### config.mk
export PLATFORM = sky130hd
export DESIGN_NAME = ifetch
export DESIGN_NICKNAME = d
export VERILOG_FILES = /design/src/rtl/ifetch_pkg.sv /design/src/rtl/ifetch.sv
export SDC_FILE = /design/constraint.sdc
export NUM_CORES = 1
export LEC_CHECK = 0
export BUFFER_PORTS_ARGS = -buffer_cell sky130_fd_sc_hd__buf_2
export CORE_MARGIN = 5
export CORE_UTILIZATION = 29
export DETAILED_ROUTE_END_ITERATION = 10
export PLACE_DENSITY_LB_ADDON = 0.1
export SLEW_MARGIN = 20
export SYNTH_ARGS = -nofsm -noshare
export SYNTH_HDL_FRONTEND = slang
export SYNTH_SLANG_ARGS = --single-unit
### constraint.sdc
create_clock -name clk -period 5.45 [get_ports clk]
set_input_delay 0.2725 -clock clk [delete_from_list [all_inputs] [get_ports clk]]
set_output_delay 0.2725 -clock clk [all_outputs]
set_load 0.02 [all_outputs]
### src/rtl/ifetch_pkg.sv
// Shared definitions for the instruction-fetch stage: FSM states, bubble word
// and stall-vector bit positions.
package ifetch_pkg;

    typedef enum logic [1:0] {
        IF_IDLE = 2'd0,
        IF_REQ  = 2'd1,
        IF_HOLD = 2'd2,
        IF_DROP = 2'd3
    } if_state_e;

    localparam logic [31:0] IF_NOP_INSTR = 32'h0000_0000;

    localparam int unsigned STALL_IF = 0;
    localparam int unsigned STALL_ID = 1;

endpackage

### src/rtl/ifetch.sv
// Instruction-fetch stage: owns the PC, runs the req/ack handshake with
// instruction memory and presents a registered IR_o/pc_o pair to ID.
module ifetch
    import ifetch_pkg::*;
#(
    parameter logic [31:0] RESET_PC  = 32'h0000_0000,
    parameter logic [31:0] NOP_INSTR = IF_NOP_INSTR
) (
    input  logic        clk,
    input  logic        rst_n,
    input  logic [5:0]  stall_i,
    input  logic        branch_en_i,
    input  logic [31:0] branch_target_i,
    output logic        imem_req_o,
    output logic [31:0] imem_addr_o,
    input  logic        imem_ack_i,
    input  logic [31:0] imem_rdata_i,
    output logic [31:0] IR_o,
    output logic [31:0] pc_o
);

    if_state_e   state_q, state_d;
    logic [31:0] pc_q, pc_d;
    logic        req_q, req_d;
    logic [31:0] addr_q, addr_d;
    logic [31:0] ir_q, ir_d;
    logic [31:0] pco_q, pco_d;
    logic        skid_v_q, skid_v_d;
    logic [31:0] skid_w_q, skid_w_d;
    logic [31:0] skid_pc_q, skid_pc_d;
    logic        ack;
    logic        unused_stall;

    assign unused_stall = ^stall_i[5:2];
    assign ack          = req_q & imem_ack_i;

    always_ff @(posedge clk or negedge rst_n) begin
        if (!rst_n) begin
            state_q   <= IF_IDLE;
            pc_q      <= RESET_PC;
            req_q     <= 1'b0;
            addr_q    <= RESET_PC;
            ir_q      <= NOP_INSTR;
            pco_q     <= RESET_PC;
            skid_v_q  <= 1'b0;
            skid_w_q  <= NOP_INSTR;
            skid_pc_q <= RESET_PC;
        end else begin
            state_q   <= state_d;
            pc_q      <= pc_d;
            req_q     <= req_d;
            addr_q    <= addr_d;
            ir_q      <= ir_d;
            pco_q     <= pco_d;
            skid_v_q  <= skid_v_d;
            skid_w_q  <= skid_w_d;
            skid_pc_q <= skid_pc_d;
        end
    end

    always_comb begin
        state_d   = state_q;
        pc_d      = pc_q;
        req_d     = req_q;
        addr_d    = addr_q;
        ir_d      = ir_q;
        pco_d     = pco_q;
        skid_v_d  = skid_v_q;
        skid_w_d  = skid_w_q;
        skid_pc_d = skid_pc_q;

        if (branch_en_i) begin
            pc_d     = branch_target_i;
            skid_v_d = 1'b0;
            ir_d     = NOP_INSTR;
            // An unacked request must stay on the bus; park in DROP until it completes.
            if (req_q && !imem_ack_i) begin
                state_d = IF_DROP;
            end else begin
                state_d = IF_REQ;
                req_d   = 1'b0;
            end
        end else begin
            unique case (state_q)
                IF_IDLE: state_d = IF_REQ;
                IF_REQ: begin
                    if (ack) begin
                        pc_d = pc_q + 32'd4;
                        if (stall_i[STALL_ID]) begin
                            skid_v_d  = 1'b1;
                            skid_w_d  = imem_rdata_i;
                            skid_pc_d = pc_q;
                            req_d     = 1'b0;
                            state_d   = IF_HOLD;
                        end else begin
                            ir_d  = imem_rdata_i;
                            pco_d = pc_q;
                            req_d = !stall_i[STALL_IF];
                            if (!stall_i[STALL_IF]) addr_d = pc_q + 32'd4;
                        end
                    end else begin
                        if (!req_q && !stall_i[STALL_IF]) begin
                            req_d  = 1'b1;
                            addr_d = pc_q;
                        end
                        if (!stall_i[STALL_ID]) ir_d = NOP_INSTR;
                    end
                end
                IF_HOLD: begin
                    if (!stall_i[STALL_ID]) begin
                        ir_d     = skid_v_q ? skid_w_q : NOP_INSTR;
                        pco_d    = skid_pc_q;
                        skid_v_d = 1'b0;
                        state_d  = IF_REQ;
                    end
                end
                IF_DROP: begin
                    if (ack) begin
                        req_d   = 1'b0;
                        state_d = IF_REQ;
                    end
                end
                default: state_d = IF_IDLE;
            endcase
        end
    end

    assign imem_req_o  = req_q;
    assign imem_addr_o = addr_q;
    assign IR_o        = ir_q;
    assign pc_o        = pco_q;

endmodule

==> results.toml, run 1 <==
[die]
die_h_um = 188.8
start_util = 0.2937
num_rows = 65
die_x_um = 188.8
core_area_mm2 = 0.03156
die-area_mm2 = 0.03564
io_pins = 171

[route]
ant_nets = 0
drc_errors = 0
wirelength_um = 27140
dr.first_iter.drc_count = 416
via_count = 7088
dr.pass1.iters = 5
wl_per_cell_um = 19.36
vias_per_cell = 5.056

[hold_path]
min_delay_worst_endpoint = "pc_q[5]$_DFFE_PN0P_"
min_path_cells = 3
hold_path.class = "in -> reg"
hold_start = "branch_target_i[5]"

[sta]
drv_slew = 0
finalCritPeriodShare = 0.5460
max_freq_mhz = 336.0
tns_ns = 0
tightest_slew_ns = 1.120
hold_ws_ns = 0.03960
finalClockSkew_ns = 0.01132
period_needed_ns = 2.976
finalSetupViolations = 0
max_slew_margin = 0.2535
hold_viol = 0
rsz0062_at_grt = "no"

[cts]
cts-resized-gates = 0
tritoncts = "built"
clk_pin_slew_ns = 0.07
cts_made_buffers = 17
cts_max_level = 4
cts_setup_buffers = 0
clk_path_buf_depth = 2
clock_sinks = 196
insertion_delay_ns = 0.45
cts-root-buf = "clkbuf_16"

[worst_setup_path]
crit_buf_inv = 1
worstReg2RegEnd = "skid_pc_q[23]$_DFFE_PN0P_"
slowest_delay_ns = 0.85
crit_chain = "nand4b_2 > nor3_4 > buf_4 > mux2_2"
path_class = "reg -> reg"
end_kind = "flop"
r2r_start = "imem_req_o$_DFFE_PN0P_"
path_delay_family = "simple AND/OR/NAND/NOR gates"
arrival_ns = 3.31
reg2regPathDepth = 4
rrSetupSlack_ns = 2.47
crit_fanout = 27
worstPathRequired_ns = 5.78
critPathLaunchType = "flop"
slowest_stage = "nor3_4"

[grt]
grt_start_max_net_pins = 132
track_usage = 0.1532
grt_pass1_wl_um = 42780
overflow = 0
antenna_found_initial = 7
grt_pass1_vias = 7178

[synth]
yosysSeqAreaShare = 0.5292
ys_warn_count = 0
synthArstFlopShare = 1.000
syn-num-nets = 952
synth_ff_type = "dfrtp_1"
ys_ff_latch = 196
netlist_top_cells_count = "dfrtp_1 (196), nand2_1 (101), mux2_2 (68)"
postSynthCellCount = 877
synth_top_area_share = 0.5292
synth_top_area_cell = "dfrtp_1"
synth_most_common_cell = "dfrtp_1"
syn_area_mm2 = 0.009269
ys_types = 47
ys_top_cells_by_area = "dfrtp_1 (53%), mux2_2 (8.3%), o31ai_1 (4.5%), nand2_1 (4.1%), mux2i_1 (3.6%)"
synth-edff-count = 0
avgSynthCellArea_um2 = 10.57

[finish]
n_fill_cell = 3299
layout-drive-gt1-share = 0.2883
synthToLayoutAreaGrowth_pct = 18.09
nets = 1061

[pwr]
peakVddDrop_v = 0.0002017
p_leak_nw = 4.798
powerDensity_mw_per_mm2 = 426.8

[place]
port_buffers = 166
place_hpwl_um = 17470
gp_congestion = 0.7623

[job]
maxCapViolCount = 0

[run_status]
status = "finished, final reports clean"
metal layers:
metal,vias up,wire length (µm),global-route usage
li1,3452,-,-
met1,3428,12170,0.2025
met2,162,12610,0.2429
met3,32,1918,0.05169
met4,14,341,0.03868
met5,-,100,0
where the power goes:
group / switching (mW) / internal (mW) / total, mW
Clock: 0.583 / 0.678 / 1.26
Sequential: 0.285 / 1.92 / 2.21
Combinational: 0.704 / 0.502 / 1.21
stage by stage:
stage | std cells | power, mW | util | instance area (µm²) | setup WS, ns
after global routing | 1401 | 4.994 | 0.3468 | 10940 | 2.219
after detailed placement | 1368 | 3.477 | 0.3282 | 10360 | 2.427
final | 1402 | 4.672 | 0.3469 | 10950 | 2.474
after CTS | 1401 | 4.765 | 0.3466 | 10940 | 2.384
after global placement | 1368 | 3.444 | 0.3282 | 10360 | 2.411
after floorplan | 877 | 2.997 | - | 9269 | 3.240
state kept, by name, indices dropped and copies added (netlist names):
name	cells
imem_req_o	1
skid_pc_q	32
skid_v_q	1
IR_o	32
imem_addr_o	32
pc_q	32
pc_o	32
state_q	2
skid_w_q	32
area by class of cell:
type                            count  area [µm²]  area share
Multi-Input combinational cell    586        4000      0.3655
Clock buffer                       20       436.7     0.03989
Antenna cell                        1       2.502   0.0002286
Inverter                            8       30.03    0.002743
Sequential cell                   196        4905      0.4481
Timing Repair Buffer              177       937.1     0.08562
Tap cell                          402       503.0     0.04595
Clock inverter                     12       131.4     0.01200
worst max-delay path by stage:
stage | startpoint | end | depth (start not counted)
floorplan | imem_req_o$_DFFE_PN0P_ | pc_q[26]$_DFFE_PN0P_ | 6
global placement | imem_req_o$_DFFE_PN0P_ | skid_pc_q[24]$_DFFE_PN0P_ | 4
detailed placement | imem_req_o$_DFFE_PN0P_ | skid_pc_q[18]$_DFFE_PN0P_ | 4
CTS | imem_req_o$_DFFE_PN0P_ | skid_w_q[21]$_DFFE_PN0P_ | 4
global route | imem_req_o$_DFFE_PN0P_ | skid_pc_q[28]$_DFFE_PN0P_ | 4
finish | imem_req_o$_DFFE_PN0P_ | skid_pc_q[23]$_DFFE_PN0P_ | 4
placed cells by master (no fill, tap or decap), types with 4 or more instances in the layout:
master      Yosys  routed
inv_1           7       7
nand4_1        11      11
nand3_1        15      15
a21oi_1        15      14
dfrtp_1       196     196
xor2_1          7       7
mux2_2         68      68
nor4_1          5       5
or3_1           9       9
mux2i_1        33      33
clkinvlp_4      0       4
nor3_1         10      10
o31ai_1        55      55
a31oi_1        35      35
nand2_1       101     101
nor2_1         53      52
o21ai_0        55      55
clkbuf_16       0      17
buf_4           6       9
buf_2          17     165
xnor2_1        14      14
a32oi_1        32      32
or4_1          34      34
repair_timing:
action,in CTS,in global routing
hold endpoints to repair,65,0
hold buffers,1,0
endpoints found under the setup margin,0,0
worst min-delay path: cells and delay by family:
family | cells | cell delay (ns)
AO/OA/AOI/OAI | 1 | 0.06
buffers and inverters | 1 | 0.07
AND/OR/NAND/NOR | 1 | 0.04
kinds of logic after synthesis:
logic type               after synthesis  synth area share
buffers and inverters                 95           0.04401
XOR/XNOR                              21           0.01984
adder cells (fa/ha/maj)                1          0.001350
multiplexers                         101            0.1183
AO/OA/AOI/OAI                        204            0.1469
AND/OR/NAND/NOR                      259            0.1405
flip-flops                           196            0.5292
(Power assumes the default switching activity.)
==> run 2: changes to the inputs <==
==> constraint.sdc (replaced) <==
create_clock -name clk -period 2.5 [get_ports clk]
set_input_delay 0.125 -clock clk [delete_from_list [all_inputs] [get_ports clk]]
set_output_delay 0.125 -clock clk [all_outputs]
set_load 0.02 [all_outputs]
==> run 2 against run 1 <==
Compared with the run above:
- cell area grew 8.7%
- highest routed layer unchanged
- non-clock buffer count up 101
- largest cell class unchanged
- sequential power is 110% higher
- sequential cell count unchanged
- critical path depth is the same
- combinational power grew 140%
- clock power is 110% higher
- critical endpoint is now pc_q[27]$_DFFE_PN0P_
- via count up 5.0%
- die area unchanged
- final cell count is 7.1% higher
==> results.toml, run 2 (same netlist as run 1, synthesis figures left out) <==
[worst_setup_path]
worstPathRequired_ns = 2.87
path_class = "reg -> reg"
startpoint = "pc_q[12]$_DFFE_PN0P_"
crit_fanout = 12
path_delay_family = "simple AND/OR/NAND/NOR gates"
slowest_delay_ns = 0.77
slowest_stage = "or4_1"
crit_buf_inv = 0
crit_chain = "nand4_2 > or4_1 > or4_1 > a31oi_1"
worstReg2RegEnd = "pc_q[27]$_DFFE_PN0P_"
end_kind = "flop"
arrival_ns = 2.67
reg2regPathDepth = 4
r2r_start = "pc_q[12]$_DFFE_PN0P_"
crit_path_end = "pc_q[27]$_DFFE_PN0P_"
critPathLaunchType = "flop"
path_depth = 4
rrSetupSlack_ns = 0.21
path_common_cell = "or4_1"

[cts]
cts-resized-gates = 0
tritoncts = "built"
clk_path_buf_depth = 2
clk_pin_slew_ns = 0.08
cts_max_level = 4
cts_hold_buf = 66
cts-root-buf = "clkbuf_16"
clock_sinks = 196
insertion_delay_ns = 0.45
cts_setup_buffers = 0
cts_made_buffers = 17

[hold_path]
hold_path.class = "in -> reg"

[pwr]
powerDensity_mw_per_mm2 = 863.1
swShare = 0.3455
peakVddDrop_v = 0.0004932
comb_power_share = 0.278
power.total_mw = 10.27
pwr-share-clk = 0.260
switchingPower_mw = 3.548
p_leak_nw = 5.260
intPower_mw = 6.722
pwr-share-seq = 0.461

[run_status]
status = "finished, final reports clean"

[finish]
nets = 1162
layout_common_cells = "dfrtp_1 (196), buf_2 (165), nand2_1 (101), mux2_2 (68), dlygate4sd3_1 (66)"
utilization = 0.3771
diodes = 0
final_common_cell = "dfrtp_1"
fin_cells = 1502
synthToLayoutAreaGrowth_pct = 28.37
layout-drive-gt1-share = 0.2973

[sta]
tns_ns = 0
tightest_slew_ns = 0.9929
period_needed_ns = 2.295
max_freq_mhz = 435.8
max_slew_margin = 0.3381
finalClockSkew_ns = 0.01285
finalSetupViolations = 0
drv_slew = 0
finalCritPeriodShare = 0.9179
hold_viol = 0
rsz0062_at_grt = "no"

[route]
drc_errors = 0
wl_per_cell_um = 18.25
via_count = 7442
wirelength_um = 27410
ant_nets = 0
vias_per_cell = 4.955
dr.first_iter.drc_count = 393
dr.pass1.iters = 4

[grt]
grt_pass1_vias = 7448
track_usage = 0.1560
top_usage_layer = "met2"
grt_util_met1 = 0.2106
antenna_found_initial = 1
overflow = 0
grt_pass1_wl_um = 43670
grt_start_max_net_pins = 69
grtUsageMet2 = 0.2528
grtUsageMet3 = 0.04335

[die]
die_x_um = 188.8
die-area_mm2 = 0.03564
io_pins = 171
die_h_um = 188.8
num_rows = 65
start_util = 0.2937
core_area_mm2 = 0.03156

[place]
dp_cells = 1404
port_buffers = 166
place_hpwl_um = 18290
gp_congestion = 0.7687

[job]
maxCapViolCount = 0
run 2: cell types whose count changed in the layout (fill, tap and decap cells not counted), moves of 2 or more:
cell | before | now
clkinvlp_4 | 4 | 2
inv_8 | 0 | 2
inv_6 | 2 | 4
clkbuf_1 | 3 | 0
buf_4 | 9 | 40
bufinv_16 | 2 | 0
buf_12 | 1 | 6
clkinv_4 | 1 | 4
dlygate4sd3_1 | 1 | 66
run 2: worst min-delay path by stage:
| stage | slack, ns | depth (start not counted) | end | from |
|---|---|---|---|---|
| floorplan | -0.17 | 0 | IR_o[0]$_DFFE_PN0P_ | rst_n |
| finish | 0.05 | 3 | imem_req_o$_DFFE_PN0P_ | stall_i[0] |
| CTS | 0.02 | 3 | pc_q[24]$_DFFE_PN0P_ | branch_en_i |
| detailed placement | 0.16 | 1 | pc_o[25]$_DFFE_PN0P_ | rst_n |
| global route | 0.03 | 3 | imem_req_o$_DFFE_PN0P_ | stall_i[0] |
| global placement | 0.16 | 1 | pc_o[25]$_DFFE_PN0P_ | rst_n |
run 2: area by class of cell:
cell class / count / area, µm²
Clock buffer: 17 / 425.4
Clock inverter: 15 / 122.6
Fill cell: 3263 / 19660
Inverter: 8 / 30.03
Multi-Input combinational cell: 586 / 3993
Sequential cell: 196 / 4905
Tap cell: 402 / 503.0
Timing Repair Buffer: 278 / 1921
run 2: worst reg2reg max path: stages, from the launching register on:
cell and delay (ns):
dfrtp_1 0.49, nand4_2 0.24, or4_1 0.77, or4_1 0.57, a31oi_1 0.16
run 2: per-stage QoR:
step / area [µm²] / setup slack [ns] / hold WS (ns)
3_5_place_dp: 10690 / 0.1925 / 0.1622
6_report: 11900 / 0.2054 / 0.04984
3_3_place_gp: 10690 / 0.2290 / 0.1625
2_1_floorplan: 9269 / 0.2902 / -0.1706
4_1_cts: 11900 / 0.1850 / 0.02068
5_1_grt: 11900 / 0.01339 / 0.03013
run 2: power by group through the flow:
stage / Combinational (mW) / Clock [mW] / Sequential [mW]
global route: 3.17 / 2.92 / 4.89
CTS: 2.93 / 2.79 / 4.76
floorplan: 1.25 / 0 / 5.28
finish: 2.86 / 2.68 / 4.74
global placement: 2.82 / 0 / 4.78
detailed placement: 2.84 / 0 / 4.82
run 2: layer usage:
layer / wire, µm / share of wire / up-vias
met1: 12790 / 0.47 / 3617
met5: 7 / 0.00026 / -
met3: 1408 / 0.051 / 15
met2: 12980 / 0.47 / 158
met4: 214 / 0.0078 / 2
li1: - / - / 3650
==> run 3: changes to the inputs <==
--- a/config.mk
+++ b/config.mk
@@ -6,7 +6,8 @@
 export NUM_CORES = 1
 export LEC_CHECK = 0
 export BUFFER_PORTS_ARGS = -buffer_cell sky130_fd_sc_hd__buf_2
-export CORE_MARGIN = 5
+export CORE_ASPECT_RATIO = 0.5
+export CORE_MARGIN = 2
 export CORE_UTILIZATION = 29
 export DETAILED_ROUTE_END_ITERATION = 10
 export PLACE_DENSITY_LB_ADDON = 0.1
==> run 3 against run 2 <==
Compared with the run above:
- via count is 1.9% higher
- core utilization is 0.34 points higher
- wire length is 0.21% lower
- largest cell class unchanged
- critical endpoint is now imem_addr_o[29]$_DFFE_PN0P_
- largest power group unchanged
- hold slack worse by 0.0080 ns
- critical path depth stayed put
- sequential share of layout area is 0.35 points lower
- critical path type unchanged
- non-clock buffer count is 1 higher
- clock power is 4% higher
- clock-buffer cell count is 5 higher
==> results.toml, run 3 (same netlist as run 1, synthesis figures left out) <==
[run_status]
status = "finished, final reports clean"

[place]
place_area_mm2 = 0.01076
port_buffers = 166
dp_slack_ns = 0.1826
dp_cells = 1435
place_hpwl_um = 18350
gp_congestion = 0.7591

[finish]
fin_cells = 1534
layout_common_cells = "dfrtp_1 (196), buf_2 (165), nand2_1 (101), mux2_2 (68), dlygate4sd3_1 (66)"
n_fill_cell = 3166
nets = 1163
final_common_cell = "dfrtp_1"
synthToLayoutAreaGrowth_pct = 29.47
layout-drive-gt1-share = 0.2943
utilization = 0.3805
fin_area_mm2 = 0.01200

[pwr]
intPower_mw = 6.939
comb_power_share = 0.274
pwr-share-clk = 0.269
powerDensity_mw_per_mm2 = 867.6
p_leak_nw = 5.270
swShare = 0.3336
pwr-share-seq = 0.457
peakVddDrop_v = 0.0005200
switchingPower_mw = 3.473

[worst_setup_path]
end_kind = "flop"
critPathLaunchType = "flop"
crit_chain = "nand4_1 > or4_1 > or4_1 > a31oi_1"
path_class = "reg -> reg"
path_common_cell = "or4_1"
arrival_ns = 2.72
crit_fanout = 10
slowest_stage = "or4_1"
worstPathRequired_ns = 2.87
slowest_delay_ns = 0.64

[grt]
grt_pass1_wl_um = 43210
overflow = 0
grt_pass1_vias = 7546
grt_start_max_net_pins = 74
antenna_found_initial = 1
track_usage = 0.1667

[sta]
finalCritPeriodShare = 0.9392
finalClockSkew_ns = 0.009256
period_needed_ns = 2.348
drv_slew = 0
layout_setup_ws_ns = 0.1519
finalSetupViolations = 0
tns_ns = 0
max_freq_mhz = 425.9
max_slew_margin = 0.3249
tightest_slew_ns = 1.013
hold_viol = 0
rsz0062_at_grt = "no"

[cts]
clk_pin_slew_ns = 0.07
cts_max_level = 4
tritoncts = "built"
cts_made_buffers = 17
cts-root-buf = "clkbuf_16"
clock_sinks = 196
clk_path_buf_depth = 2
insertion_delay_ns = 0.45

[hold_path]
hold_path.class = "in -> reg"

[route]
vias_per_cell = 4.945
wirelength_um = 27350
wl_per_cell_um = 17.83
via_count = 7585
drc_errors = 0
dr.first_iter.drc_count = 494
ant_nets = 0
dr.pass1.iters = 5

[die]
die_h_um = 130.4
die_x_um = 256.8
die-area_mm2 = 0.03349
io_pins = 171
core_area_mm2 = 0.03154
num_rows = 46
start_util = 0.2939

[job]
maxCapViolCount = 0
[run 3: changes by cell type in the layout (fill, tap and decap cells not counted), sizes merged, moves of 2 or more]
| cell | before | now |
|---|---|---|
| clkbuf | 18 | 23 |
| inv | 13 | 10 |
| bufinv | 0 | 2 |
| clkinv | 8 | 3 |
[run 3: power groups by stage]
stage               clock network [mW]  logic, mW  registers (mW)
finish                            2.80       2.85            4.76
global route                      3.05       3.14            4.90
floorplan                            0       1.25            5.28
global placement                     0       2.78            4.80
CTS                               2.92       2.91            4.77
detailed placement                   0       2.82            4.83
[run 3: per-layer routing]
metal  GRT usage  vias to the layer above  part of all wire
li1            -                     3649                 -
met1      0.2218                     3804              0.47
met2      0.2798                      114              0.49
met3     0.03588                       18             0.032
met4     0.04207                        0             0.011
met5           0                        -                 0
[run 3: repair_timing]
item / in CTS / in global routing
endpoints found under the setup margin: 0 / 0
hold buffers: 66 / 0
endpoints found under the hold margin: 123 / 0
gates resized for setup: 0 / 0
setup buffers: 0 / 0
[run 3: worst paths after layout]
| kind | from | to | cells past startpoint | slack, ns |
|---|---|---|---|---|
| max | pc_q[4]$_DFFE_PN0P_ | imem_addr_o[29]$_DFFE_PN0P_ | 4 | 0.15 |
| min | branch_target_i[30] | pc_q[30]$_DFFE_PN0P_ | 4 | 0.04 |
| max reg2reg | pc_q[4]$_DFFE_PN0P_ | imem_addr_o[29]$_DFFE_PN0P_ | 4 | 0.15 |
| min reg2reg | pc_o[21]$_DFFE_PN0P_ | pc_o[21]$_DFFE_PN0P_ | 2 | 0.47 |
| max in group asynchronous | rst_n | imem_addr_o[21]$_DFFE_PN0P_ | 3 | 1.51 |
| min in group asynchronous | rst_n | IR_o[16]$_DFFE_PN0P_ | 2 | 0.22 |
[run 3: layout make-up]
type,instances,area (µm²),share of cell area
inverter,8,30.03,0.002502
sequential,196,4905,0.4087
multi-input combinational,586,3993,0.3327
timing repair buffer,279,1953,0.1628
clock inverter,10,122.6,0.01022
clock buffer,22,454.2,0.03785
antenna,1,2.502,0.0002085
tap,432,540.5,0.04504
[run 3: worst max-delay path, delay by kind of cell (launching register included)]
| family | cells | cell delay, ns |
|---|---|---|
| and+or+nand+nor | 3 | 1.53 |
| DFF | 1 | 0.57 |
| AOI/OAI and AO/OA | 1 | 0.17 |
[run 3: through the flow]
step | hold WS [ns] | power (mW)
detailed placement | 0.1673 | 7.654
global route | 0.02050 | 11.09
CTS | 0.01102 | 10.59
floorplan | -0.1706 | 6.533
finish | 0.04187 | 10.41
global placement | 0.1607 | 7.581
